### src/rtl/controle_rega_zonas.sv
// controle_rega_zonas
// Multi-zone irrigation sequencer. The block validates the per-zone sprinkler
// (asp) and drip (got) requests against the system mode and the tank-fill
// valve. It then irrigates one zone at a time, serving the zones round-robin.
// Each zone gets a timed turn, followed by a dead time. Sensor-conflict,
// state and filling errors are latched until limpeza clears them.
//
// Ports:
//   clk             rising-edge clock
//   reset_n         asynchronous active-low reset
//   mef1[1:0]       system mode, irrigation enabled only at 2'b11
//   VE              tank-fill valve open
//   limpeza         synchronous clear of latched errors (set wins)
//   asp/got[N]      per-zone sprinkler / drip requests
//   rega_asp/got[N] valve drives, at most one bit high across both
//   zona_ativa      zone being irrigated, valid while ocupado
//   ocupado         FSM is irrigating
//   ciclo_fim       one-cycle pulse after a completed turn
//   erro_zona[N]    latched asp&got conflict per zone
//   erro_estado     latched request while mode is not 2'b11
//   erro_enchimento latched request while VE is open
//   erro            OR of all error flags
module controle_rega_zonas #(
  parameter int N_ZONAS = 4,
  parameter int CONT_W  = 8,
  parameter int T_REGA  = 100,
  parameter int T_PAUSA = 2,
  localparam int ZW     = ($clog2(N_ZONAS) < 1) ? 1 : $clog2(N_ZONAS)
) (
  input  logic               clk,
  input  logic               reset_n,
  input  logic [1:0]         mef1,
  input  logic               VE,
  input  logic               limpeza,
  input  logic [N_ZONAS-1:0] asp,
  input  logic [N_ZONAS-1:0] got,
  output logic [N_ZONAS-1:0] rega_asp,
  output logic [N_ZONAS-1:0] rega_got,
  output logic [ZW-1:0]      zona_ativa,
  output logic               ocupado,
  output logic               ciclo_fim,
  output logic [N_ZONAS-1:0] erro_zona,
  output logic               erro_estado,
  output logic               erro_enchimento,
  output logic               erro
);

  typedef enum logic [1:0] {OCIOSO, REGANDO, PAUSA} estado_t;

  estado_t             state_reg, state_next;
  logic [CONT_W-1:0]   cont_reg, cont_next;
  logic [ZW-1:0]       ptr_reg, ptr_next;
  logic [ZW-1:0]       zona_reg, zona_next;
  logic                modo_reg, modo_next;   // 1 = sprinkler, 0 = drip

  logic [N_ZONAS-1:0]  rega_asp_reg, rega_asp_next;
  logic [N_ZONAS-1:0]  rega_got_reg, rega_got_next;
  logic                ocupado_reg, ocupado_next;
  logic                fim_reg, fim_next;
  logic [N_ZONAS-1:0]  erro_zona_reg, erro_zona_next;
  logic                erro_estado_reg, erro_estado_next;
  logic                erro_ench_reg, erro_ench_next;
  logic                erro_reg, erro_next;

  logic [N_ZONAS-1:0]  eligible;
  logic                any_req;
  logic                modo_ok;
  logic                start_ok;
  logic                found;
  logic [ZW-1:0]       sel;
  logic [ZW:0]         soma;
  logic [ZW-1:0]       zona_inc;
  logic                req_z;
  logic                conflito_z;
  logic                sai_turno;

  assign any_req  = |(asp | got);
  assign modo_ok  = (mef1 == 2'b11);
  assign start_ok = modo_ok & ~VE & ~erro_estado_reg & ~erro_ench_reg;

  // Per-zone conflict latches and eligibility. Eligibility looks at the
  // registered conflict flag, so a zone that conflicted earlier stays out
  // until it is explicitly cleared.
  generate
    for (genvar gi = 0; gi < N_ZONAS; gi++) begin : g_zona
      assign erro_zona_next[gi] = (asp[gi] & got[gi]) |
                                  (erro_zona_reg[gi] & ~limpeza);
      assign eligible[gi]       = (asp[gi] ^ got[gi]) & ~erro_zona_reg[gi];
    end
  endgenerate

  assign erro_estado_next = (~modo_ok & any_req) | (erro_estado_reg & ~limpeza);
  assign erro_ench_next   = (VE & any_req) | (erro_ench_reg & ~limpeza);
  assign erro_next        = (|erro_zona_next) | erro_estado_next | erro_ench_next;

  // First eligible zone at or after ptr, wrapping around. Because ptr < N and
  // k < N, a single conditional subtract is enough for the modulo.
  always_comb begin
    found = 1'b0;
    sel   = '0;
    soma  = '0;
    for (int k = 0; k < N_ZONAS; k++) begin
      soma = {1'b0, ptr_reg} + (ZW+1)'(k);
      if (soma >= (ZW+1)'(N_ZONAS)) begin
        soma = soma - (ZW+1)'(N_ZONAS);
      end
      if (!found && eligible[soma[ZW-1:0]]) begin
        found = 1'b1;
        sel   = soma[ZW-1:0];
      end
    end
  end

  assign zona_inc   = (zona_reg == ZW'(N_ZONAS - 1)) ? '0 : zona_reg + 1'b1;
  assign req_z      = modo_reg ? asp[zona_reg] : got[zona_reg];
  assign conflito_z = asp[zona_reg] & got[zona_reg];

  // Next-state logic.
  always_comb begin
    state_next = state_reg;
    cont_next  = cont_reg;
    ptr_next   = ptr_reg;
    zona_next  = zona_reg;
    modo_next  = modo_reg;
    fim_next   = 1'b0;
    sai_turno  = 1'b0;

    case (state_reg)
      OCIOSO: begin
        if (start_ok && found) begin
          state_next = REGANDO;
          zona_next  = sel;
          modo_next  = asp[sel];
          cont_next  = CONT_W'(T_REGA - 1);
        end
      end

      REGANDO: begin
        cont_next = cont_reg - 1'b1;
        if (!modo_ok || VE) begin
          // An abort skips the dead time.
          state_next = OCIOSO;
          ptr_next   = zona_inc;
        end else if (conflito_z || !req_z) begin
          sai_turno = 1'b1;
        end else if (cont_reg == '0) begin
          sai_turno = 1'b1;
          fim_next  = 1'b1;
        end

        if (sai_turno) begin
          ptr_next = zona_inc;
          if (T_PAUSA == 0) begin
            state_next = OCIOSO;
          end else begin
            state_next = PAUSA;
            cont_next  = CONT_W'(T_PAUSA - 1);
          end
        end
      end

      PAUSA: begin
        if (cont_reg == '0) begin
          state_next = OCIOSO;
        end else begin
          cont_next = cont_reg - 1'b1;
        end
      end

      default: state_next = OCIOSO;
    endcase
  end

  // Valve drives are derived from the next state, so they are registered
  // together with the state transition.
  always_comb begin
    rega_asp_next = '0;
    rega_got_next = '0;
    ocupado_next  = (state_next == REGANDO);
    if (state_next == REGANDO) begin
      if (modo_next) begin
        rega_asp_next[zona_next] = 1'b1;
      end else begin
        rega_got_next[zona_next] = 1'b1;
      end
    end
  end

  always_ff @(posedge clk or negedge reset_n) begin
    if (!reset_n) begin
      state_reg       <= OCIOSO;
      cont_reg        <= '0;
      ptr_reg         <= '0;
      zona_reg        <= '0;
      modo_reg        <= 1'b0;
      rega_asp_reg    <= '0;
      rega_got_reg    <= '0;
      ocupado_reg     <= 1'b0;
      fim_reg         <= 1'b0;
      erro_zona_reg   <= '0;
      erro_estado_reg <= 1'b0;
      erro_ench_reg   <= 1'b0;
      erro_reg        <= 1'b0;
    end else begin
      state_reg       <= state_next;
      cont_reg        <= cont_next;
      ptr_reg         <= ptr_next;
      zona_reg        <= zona_next;
      modo_reg        <= modo_next;
      rega_asp_reg    <= rega_asp_next;
      rega_got_reg    <= rega_got_next;
      ocupado_reg     <= ocupado_next;
      fim_reg         <= fim_next;
      erro_zona_reg   <= erro_zona_next;
      erro_estado_reg <= erro_estado_next;
      erro_ench_reg   <= erro_ench_next;
      erro_reg        <= erro_next;
    end
  end

  assign rega_asp        = rega_asp_reg;
  assign rega_got        = rega_got_reg;
  assign zona_ativa      = zona_reg;
  assign ocupado         = ocupado_reg;
  assign ciclo_fim       = fim_reg;
  assign erro_zona       = erro_zona_reg;
  assign erro_estado     = erro_estado_reg;
  assign erro_enchimento = erro_ench_reg;
  assign erro            = erro_reg;

endmodule

### config.mk
export PLATFORM = sky130hd
export DESIGN_NAME = controle_rega_zonas
export DESIGN_NICKNAME = d
export VERILOG_FILES = /design/src/rtl/controle_rega_zonas.sv
export SDC_FILE = /design/constraint.sdc
export NUM_CORES = 1
export LEC_CHECK = 0
export CAP_MARGIN = 20
export CORE_ASPECT_RATIO = 0.6
export CORE_MARGIN = 2
export CORE_UTILIZATION = 45
export CTS_CLUSTER_DIAMETER = 150
export DETAILED_ROUTE_END_ITERATION = 7
export PLACE_DENSITY_LB_ADDON = 0.15
export RECOVER_POWER = 100
export SETUP_SLACK_MARGIN = 0.05
export SLEW_MARGIN = 10
export SYNTH_ARGS = -nofsm -noshare
export SYNTH_HDL_FRONTEND = slang
export SYNTH_SLANG_ARGS = --single-unit
export TNS_END_PERCENT = 5
### constraint.sdc
create_clock -name clk -period 3.1 [get_ports clk]
set_clock_uncertainty 0.1 [all_clocks]
set_input_delay 0.31 -clock clk [delete_from_list [all_inputs] [get_ports clk]]
set_output_delay 0.31 -clock clk [all_outputs]
set_load 0.02 [all_outputs]
==> results.md, run 1 <==
| Quantity | Value |
|---|---|
| Yosys warning total | 0 |
| Data required time at the worst endpoint | 3.17 ns |
| Critical setup path kind | reg2reg |
| Core box area | 4140 um2 |
| Sum Neg Setup Slack | 0 ns |
| CTS Buffer Depth | 2 |
| Total of cells resized after clock tree synthesis | 0 |
| Rows | 18 |
| Fraction of layout instances using a drive strength above 1 | 0.119 |
| Largest voltage drop on the vdd net | 0.322 mV |
| Half-perimeter wire length of the detailed placement result | 3.57 mm |
| Number of nets in the synthesized netlist | 222 |
| Flop-to-flop setup slack | 0.25 ns |
| Post-CTS setup buffer count | 0 |
| TritonCTS clock tree | built |
| Die width | 89.2 um |
| Initial antenna violation count | 0 |
| WHS Endpoint | erro_zona[2] |
| Failing checks | max-capacitance violations, max-slew violations |
| Proportion of synthesized flip-flops having asynchronous set or reset | 1.00 |
| Vias | 1636 |
| Syn_area_per_cell | 10.1 um2 |
| Global router's overall resource usage | 0.205 |
| Number of flops mapped to enable cells by yosys | 0 |
| Depth of the worst hold-timing path | 1 |
| Dominant cell by count in the synthesized netlist | sky130_fd_sc_hd__dfrtp_1 |
| Number of hold-slack violations in the final timing report | 0 |
| Crit start category | register |
| Hold Path Origin | erro_zona[2] |
| Top delay family on crit path | simple AND/OR/NAND/NOR gates |
| Ant. Diodes | 0 |
| CTS Buf Count | 5 |
| R2r worst-path depth | 8 |
| Pre-Repair DR Iteration Count | 4 |
| Power per Cell Area | 626 nW/um2 |
| Slew margin rel. | -0.139 |
| Final wirelength | 4.66 mm |
| CTS sink cnt | 32 |
| Hold bufs inserted after CTS | 0 |
| Largest net degree at the start of global routing | 33 |
| Wire length of the first global-routing pass | 7.34 mm |
| Worst-Margin Slew | 1.71 ns |
| DRT antenna net count | 0 |
| Sequential standard cell area | 801 um2 |
| Final Cell Area | 2460 um2 |
| Largest area contributor in the synthesized netlist | sky130_fd_sc_hd__dfrtp_1 |
| Filler cell count | 370 |
| Die Height | 55.1 um |
| Critical R2R Capture | cont_reg[5] |
| Total area of multi-input combinational cells | 1070 um2 |
| Worst-case hold slack | 0.453 ns |
| 1st-iter DRT viols | 72 |
| Primary flip-flop cell chosen by synthesis mapping | sky130_fd_sc_hd__dfrtp_1 |
| Fin nets | 263 |
| Worst min-delay path category | reg2reg |
| Final setup violating endpoints | 0 |
| Routability congestion estimate | 0.857 |
| Upper clock frequency limit | 0.351 GHz |
| Arrival @ worst endpoint | 2.92 ns |
| Number of flip-flops under the largest register name | 8 |
| Relative area change from synthesis to final layout | 25.7% |
| Ratio of final minimum period to clock period | 0.919 |
| Via count of the first global-routing pass | 1494 |
| Die Area | 4920 um2 |
| Top-Level Pins | 33 |
| P_leak | 1.14 nW |
| Post-Synthesis Cell Area | 1960 um2 |
| Post-layout min period | 2.85 ns |
| Origin of the critical flop-to-flop path | cont_reg[0] |
| Register area share after synthesis | 0.408 |
| CP Buf/Inv Count | 1 |
| Slew Limit Fails | 33 |
| Clock insertion delay at the later pin of the skew report | 0.28 ns |
| RSZ-0062 raised after global routing | false |
| Worst-path maximum fanout | 10 |
| Number of register bits inferred by synthesis | 32 |
| Area contributors post-synth | sky130_fd_sc_hd__dfrtp_1, sky130_fd_sc_hd__ha_1, sky130_fd_sc_hd__inv_1 |
| Residual DRC | 0 |
| Cell variety after synth | 51 |
| Effective utilization at floorplan | 0.473 |
| Post-DR vias/cell | 5.53 |
| Max stage delay cell, worst path | sky130_fd_sc_hd__a311oi_4 |
| Wire length per cell | 15.7 um |
| Top cell type's share of synthesized area | 0.408 |
| Gr ovfl total | 0 |
| Type of destination of the critical path | register |
| Clock-pin slew on the worst setup and hold paths | 0.06 ns |
| CTS H-tree depth | 2 |
| CTS root buffer | sky130_fd_sc_hd__clkbuf_8 |
| Delay of the slowest cell on the worst path | 0.56 ns |
| Total placed instance area | 2380 um2 |
| Post-Synthesis Cells | 194 |
| Status | finished, violations left |
| Port Buf Inserts | 32 |
| Max capacitance violation total | 1 |
| Commonest cells post-synth | sky130_fd_sc_hd__dfrtp_1, sky130_fd_sc_hd__inv_1, sky130_fd_sc_hd__ha_1, sky130_fd_sc_hd__nor2_1, sky130_fd_sc_hd__nor3_1 |
| Crit-path cells | inv_1, ha_1, or4b_4, nor4_4, nor2_2, a311oi_4, o21ai_1, a22o_1 |
[worst max path at each step]
stage	from	end	depth (start not counted)
finish	cont_reg[0]	cont_reg[5]	8
global route	cont_reg[0]	cont_reg[5]	8
CTS	cont_reg[0]	cont_reg[5]	8
detailed placement	got[0]	cont_reg[5]	8
global placement	asp[1]	rega_got[3]	9
floorplan	cont_reg[0]	cont_reg[5]	8
[logic make-up after synthesis]
| family | after synthesis | share of synthesized area |
|---|---|---|
| flip-flops | 32 | 0.408 |
| adder cells (fa/ha/maj) | 14 | 0.0893 |
| AO/OA/AOI/OAI | 47 | 0.200 |
| multiplexers | 7 | 0.0383 |
| AND/OR/NAND/NOR | 71 | 0.220 |
| buffers and inverters | 23 | 0.0447 |
[power by group]
| group | total [mW] | internal, mW | switching [mW] |
|---|---|---|---|
| combinational | 0.649 | 0.281 | 0.368 |
| clock | 0.323 | 0.181 | 0.143 |
| sequential | 0.571 | 0.487 | 0.0838 |
[per-stage QoR]
| stage | worst slack [ns] | util | power (mW) | std cells |
|---|---|---|---|---|
| after floorplan | 0.584 | - | 1.02 | 194 |
| after global placement | 0.205 | 0.574 | 1.21 | 288 |
| after detailed placement | 0.156 | 0.574 | 1.23 | 288 |
| after CTS | 0.297 | 0.595 | 1.56 | 296 |
| after global routing | 0.0799 | 0.595 | 1.66 | 296 |
| final | 0.251 | 0.595 | 1.54 | 296 |
[placed cells by master (no fill, tap or decap), types with 5 or more instances in the layout]
master,count
sky130_fd_sc_hd__dfrtp_1,32
sky130_fd_sc_hd__dlygate4sd3_1,24
sky130_fd_sc_hd__inv_1,21
sky130_fd_sc_hd__nor2_1,14
sky130_fd_sc_hd__ha_1,14
sky130_fd_sc_hd__nor3_1,12
sky130_fd_sc_hd__clkdlybuf4s50_1,8
sky130_fd_sc_hd__nand2_1,7
sky130_fd_sc_hd__a22o_1,7
sky130_fd_sc_hd__o21ai_0,6
sky130_fd_sc_hd__clkbuf_8,6
sky130_fd_sc_hd__nand2b_1,5
[final cells by class]
| type | instances | area share |
|---|---|---|
| inverters | 21 | 0.0320 |
| flip-flops and latches | 32 | 0.325 |
| multi-input cells | 139 | 0.435 |
| clock buffers | 8 | 0.0366 |
| well taps | 60 | 0.0305 |
| repair buffers | 36 | 0.141 |
[metal layers]
metal | GRT usage | vias up | share of wire
met4 | 0.0771 | 0 | 0.012
met5 | 0 | - | 0
met2 | 0.298 | 48 | 0.41
met1 | 0.297 | 793 | 0.51
met3 | 0.0475 | 5 | 0.067
li1 | - | 790 | -
No activity file was read; power rests on OpenSTA's default activity.
==> inputs of run 2 (changes only) <==
==> constraint.sdc (replaced) <==
create_clock -name clk -period 3.4 [get_ports clk]
set_clock_uncertainty 0.1 [all_clocks]
set_input_delay 0.34 -clock clk [delete_from_list [all_inputs] [get_ports clk]]
set_output_delay 0.34 -clock clk [all_outputs]
set_load 0.02 [all_outputs]
==> run 2 against run 1 <==
Compared with the run above:
- the run still ends with max-capacitance violations, max-slew violations left
- critical path depth unchanged
- first-iteration DRC count up 14%
- cell count down 0.34%
- largest power group unchanged
- clock-buffer cell count down 1
- critical path type unchanged
- largest cell class unchanged
==> results.md, run 2 (synthesis results as in run 1) <==
| Quantity | Value |
|---|---|
| Status | finished, violations left |
| Failing checks | max-capacitance violations, max-slew violations |
| Total placed instance area | 2370 um2 |
| Crit-path cells | inv_1, ha_1, or4b_1, nor4_4, nor2_1, a21bo_2, a21oi_1, nor3_1 |
| Effective utilization at floorplan | 0.473 |
| Worst min-delay path category | reg2reg |
| DRT antenna net count | 0 |
| Data required time at the worst endpoint | 3.43 ns |
| CTS sink cnt | 32 |
| Routability congestion estimate | 0.907 |
| Post-CTS setup buffer count | 0 |
| Slew Limit Fails | 33 |
| Die Area | 4920 um2 |
| Largest voltage drop on the vdd net | 0.309 mV |
| Pre-Repair DR Iteration Count | 4 |
| R2r worst-path depth | 8 |
| Global router's overall resource usage | 0.210 |
| Upper clock frequency limit | 0.329 GHz |
| Port Buf Inserts | 32 |
| Initial antenna violation count | 0 |
| Number of flip-flops under the largest register name | 8 |
| Filler cell count | 355 |
| Ant. Diodes | 0 |
| Gr ovfl total | 0 |
| Vias | 1653 |
| Largest net degree at the start of global routing | 33 |
| Crit start category | register |
| WHS Endpoint | erro_zona[0] |
| Origin of the critical flop-to-flop path | cont_reg[0] |
| CTS root buffer | sky130_fd_sc_hd__clkbuf_8 |
| Clock-pin slew on the worst setup and hold paths | 0.07 ns |
| Wire length per cell | 15.8 um |
| Via count of the first global-routing pass | 1567 |
| Fraction of layout instances using a drive strength above 1 | 0.106 |
| Worst-path maximum fanout | 10 |
| Delay of the slowest cell on the worst path | 0.59 ns |
| Half-perimeter wire length of the detailed placement result | 3.67 mm |
| Total of cells resized after clock tree synthesis | 0 |
| Inst Count DP | 287 |
| TritonCTS clock tree | built |
| Power per Cell Area | 607 nW/um2 |
| Final wirelength | 4.66 mm |
| Max capacitance violation total | 1 |
| Leading cell type in the layout, fill and taps excluded | sky130_fd_sc_hd__dfrtp_1 |
| Critical R2R Capture | rega_got[1] |
| Core box area | 4140 um2 |
| Rows | 18 |
| Clock insertion delay at the later pin of the skew report | 0.29 ns |
| Max stage delay cell, worst path | sky130_fd_sc_hd__or4b_1 |
| Final Cell Area | 2480 um2 |
| CTS Buf Count | 5 |
| P_leak | 1.15 nW |
| Ratio of final minimum period to clock period | 0.893 |
| Hold bufs inserted after CTS | 0 |
| Relative area change from synthesis to final layout | 26.4% |
| Residual DRC | 0 |
| Most frequent cells in the layout | sky130_fd_sc_hd__dfrtp_1, sky130_fd_sc_hd__dlygate4sd3_1, sky130_fd_sc_hd__inv_1 |
| Flop-to-flop setup slack | 0.36 ns |
| 1st-iter DRT viols | 82 |
| Post-DR vias/cell | 5.60 |
| Worst-Margin Slew | 1.70 ns |
| Final setup violating endpoints | 0 |
| Wire length of the first global-routing pass | 7.46 mm |
| Depth of the worst hold-timing path | 1 |
| Top-Level Pins | 33 |
| CTS H-tree depth | 2 |
| RSZ-0062 raised after global routing | false |
| Critical setup path kind | reg2reg |
| Fin cells | 295 |
| Number of hold-slack violations in the final timing report | 0 |
| Hold Path Origin | erro_zona[0] |
| Arrival @ worst endpoint | 3.07 ns |
| Type of destination of the critical path | register |
| Slew margin rel. | -0.131 |
| Post-layout min period | 3.04 ns |
| Fin nets | 262 |
| CTS Buffer Depth | 2 |
| Die width | 89.2 um |
| Sum Neg Setup Slack | 0 ns |
| Die Height | 55.1 um |
run 2: stage by stage:
step | setup WS, ns | util | total power [mW] | hold slack [ns]
floorplan | 0.884 | - | 0.931 | -0.0556
finish | 0.364 | 0.598 | 1.50 | 0.469
global placement | 0.409 | 0.572 | 1.10 | 0.427
global route | 0.185 | 0.598 | 1.59 | 0.485
CTS | 0.554 | 0.602 | 1.52 | 0.364
detailed placement | 0.338 | 0.572 | 1.13 | 0.453
run 2: final cells by class:
cell class,instances,area [um2],area share
multi-input combinational,139,1060,0.427
clock buffer,7,96.3,0.0389
inverter,21,78.8,0.0318
sequential,32,801,0.323
clock inverter,1,30.0,0.0121
timing repair buffer,35,339,0.137
tap,60,75.1,0.0303
run 2: metal layers:
layer / vias up / wire length [um] / track usage
met5: - / 0 / 0
met4: 0 / 60 / 0.0622
met3: 8 / 326 / 0.0593
met2: 59 / 1930 / 0.320
met1: 787 / 2340 / 0.293
li1: 799 / - / -
run 2: how the worst max path moves through the flow:
stage                startpoint     endpoint  cells after the start  slack [ns]
finish              cont_reg[0]  rega_got[1]                      8        0.36
global route        cont_reg[0]  rega_got[2]                      8        0.18
CTS                 cont_reg[0]  cont_reg[5]                      8        0.55
detailed placement       asp[0]  rega_got[1]                      9        0.34
global placement         asp[0]  rega_got[0]                      9        0.41
floorplan           cont_reg[0]  cont_reg[5]                      8        0.88
run 2: report_power, final:
group          internal, mW  switching, mW
sequential            0.444         0.0789
combinational         0.252          0.332
clock                 0.258          0.140
total                 0.954          0.551
run 2: critical path, delay by kind of cell (launching register included):
family                     cells  cell delay [ns]
and+or+nand+nor                4             1.27
AOI/OAI and AO/OA              2             0.80
DFF                            1             0.41
adders and majority gates      1             0.21
buffers and inverters          1             0.10
==> inputs of run 3 (changes only) <==
--- a/config.mk
+++ b/config.mk
@@ -11,10 +11,10 @@
 export CORE_UTILIZATION = 45
 export CTS_CLUSTER_DIAMETER = 150
 export DETAILED_ROUTE_END_ITERATION = 7
-export PLACE_DENSITY_LB_ADDON = 0.15
+export PLACE_DENSITY_LB_ADDON = 0.12
 export RECOVER_POWER = 100
 export SETUP_SLACK_MARGIN = 0.05
-export SLEW_MARGIN = 10
+export SLEW_MARGIN = 5
 export SYNTH_ARGS = -nofsm -noshare
 export SYNTH_HDL_FRONTEND = slang
 export SYNTH_SLANG_ARGS = --single-unit
==> run 3 against run 2 <==
Compared with the run above:
- via count down 0.48%
- largest cell class unchanged
- the flow still finishes with violations (max-capacitance violations, max-slew violations)
- clock power shrank 26%
- global-route usage increased by 0.34 points
- critical path depth up 1
- total power decreased by 6.5%
- setup slack gained 0.045 ns
- first-iteration DRC count is 15% higher
- non-clock buffer count stayed put
- register-to-register slack better by 0.17 ns
- routed wire length is 2.5% higher
- sequential cell count stayed put
==> results.md, run 3 (synthesis results as in run 1) <==
| Quantity | Value |
|---|---|
| Post-CTS setup buffer count | 0 |
| CTS H-tree depth | 2 |
| Clock-pin slew on the worst setup and hold paths | 0.07 ns |
| Hold bufs inserted after CTS | 0 |
| Total of cells resized after clock tree synthesis | 0 |
| Number of flip-flops under the largest register name | 8 |
| Half-perimeter wire length of the detailed placement result | 3.68 mm |
| Power per Cell Area | 573 nW/um2 |
| Data required time at the worst endpoint | 3.47 ns |
| CTS Buffer Depth | 2 |
| RSZ-0062 raised after global routing | false |
| WHS Endpoint | erro_zona[2] |
| Sum Neg Setup Slack | 0 ns |
| Ratio of final minimum period to clock period | 0.880 |
| Fraction of layout instances using a drive strength above 1 | 0.119 |
| Met3 track demand over resource | 0.0504 |
| Critical R2R Capture | cont_reg[2] |
| Post-DR vias/cell | 5.58 |
| Status | finished, violations left |
| Relative area change from synthesis to final layout | 25.1% |
| Via count of the first global-routing pass | 1574 |
| Global router's overall resource usage | 0.213 |
| Failing checks | max-capacitance violations, max-slew violations |
| Busiest metal layer after global routing | met2 |
| Inst Count DP | 287 |
| GRT met1 Usage | 0.312 |
| Flop-to-flop setup slack | 0.53 ns |
| Total placed instance area | 2370 um2 |
| Net Switching | 0.547 mW |
| Internal power | 0.860 mW |
| CTS root buffer | sky130_fd_sc_hd__clkbuf_8 |
| Worst-case hold slack | 0.462 ns |
| Max capacitance violation total | 1 |
| Delay of the slowest cell on the worst path | 0.66 ns |
| Leading cell type in the layout, fill and taps excluded | sky130_fd_sc_hd__dfrtp_1 |
| Effective utilization at floorplan | 0.473 |
| Sequential share of power | 0.372 |
| Slew margin rel. | -0.124 |
| Top-Level Pins | 33 |
| Worst-Margin Slew | 1.69 ns |
| CTS Buf Count | 5 |
| Worst setup margin | 0.410 ns |
| Hold Path Origin | erro_zona[2] |
| Wire length per cell | 16.2 um |
| Gr ovfl total | 0 |
| Worst-path maximum fanout | 12 |
| Type of destination of the critical path | register |
| Arrival @ worst endpoint | 3.06 ns |
| Setup crit start | asp[0] |
| Crit-path cells | dlygate4sd3_1, inv_1, ha_1, nand2b_1, nand4_1, and4_1, mux2_1, nand3b_1, nor3_1 |
| Met2 Use GR | 0.320 |
| Post-layout min period | 2.99 ns |
| Die width | 89.2 um |
| Die Area | 4920 um2 |
| Final wirelength | 4.78 mm |
| Residual DRC | 0 |
| 1st-iter DRT viols | 94 |
| Ant. Diodes | 0 |
| Die Height | 55.1 um |
| R2r worst-path depth | 8 |
| Largest voltage drop on the vdd net | 0.291 mV |
| Clock share of power | 0.210 |
| Vias | 1645 |
| Port Buf Inserts | 32 |
| Routability congestion estimate | 0.871 |
| Depth of the worst hold-timing path | 1 |
| Comb power frac | 0.418 |
| Wire length of the first global-routing pass | 7.71 mm |
| TritonCTS clock tree | built |
| Final Cell Area | 2450 um2 |
| P_leak | 1.14 nW |
| Proportion of total power due to net switching | 0.389 |
| Worst min-delay path category | reg2reg |
| Core Util, Final | 0.592 |
| Fin nets | 262 |
| Core box area | 4140 um2 |
| Number of hold-slack violations in the final timing report | 0 |
| Slew Limit Fails | 33 |
| Max stage delay cell, worst path | sky130_fd_sc_hd__dlygate4sd3_1 |
| Critical setup path kind | in2reg |
| Rows | 18 |
| Fin cells | 295 |
| Final setup violating endpoints | 0 |
| Placement-stage worst setup slack | 0.261 ns |
| DRT antenna net count | 0 |
| Pre-Repair DR Iteration Count | 4 |
| Crit start category | primary input |
| Clock insertion delay at the later pin of the skew report | 0.27 ns |
| Most frequent cells in the layout | sky130_fd_sc_hd__dfrtp_1, sky130_fd_sc_hd__dlygate4sd3_1, sky130_fd_sc_hd__inv_1 |
| Initial antenna violation count | 0 |
| CTS sink cnt | 32 |
| Origin of the critical flop-to-flop path | cont_reg[0] |
| Largest net degree at the start of global routing | 33 |
| Upper clock frequency limit | 0.334 GHz |
| Overall power | 1.41 mW |
[run 3: changes by cell type in the layout (fill, tap and decap cells not counted), sizes merged]
cell / before / now
bufinv: 1 / 0
clkinv: 0 / 2
clkbuf: 8 / 7
[run 3: worst max-delay path by stage]
stage,endpoint,slack (ns),cells after the start
2_1_floorplan,cont_reg[5],0.88,8
3_3_place_gp,rega_got[0],0.32,9
3_5_place_dp,rega_got[0],0.26,9
4_1_cts,rega_got[0],0.52,9
5_1_grt,rega_got[0],0.22,9
6_report,rega_got[0],0.41,9
[run 3: routing by layer]
layer | part of all wire | routed length, um | vias up
li1 | - | - | 789
met1 | 0.51 | 2440 | 792
met2 | 0.42 | 2000 | 60
met3 | 0.065 | 310 | 4
met4 | 0.0056 | 27 | 0
met5 | 0 | 0 | -
[run 3: area by class of cell]
type / count / area (um2)
fillers: 358 / 1690
multi-input cells: 139 / 1070
flip-flops and latches: 32 / 801
repair buffers: 35 / 339
clock buffers: 6 / 82.6
inverters: 21 / 78.8
well taps: 60 / 75.1
clock inverters: 2 / 10.0
[run 3: power by group through the flow]
| stage | registers, mW | clock network [mW] | logic [mW] |
|---|---|---|---|
| after global placement | 0.522 | 0 | 0.578 |
| after detailed placement | 0.529 | 0 | 0.594 |
| final | 0.523 | 0.296 | 0.587 |
| after floorplan | 0.531 | 0 | 0.400 |
| after CTS | 0.522 | 0.303 | 0.598 |
| after global routing | 0.533 | 0.320 | 0.649 |
[run 3: critical path: cells and delay by family]
kind	cells	cell delay, ns
fa+ha+maj	1	0.31
simple gates	5	1.26
buf+inv	2	0.74
mux	1	0.41
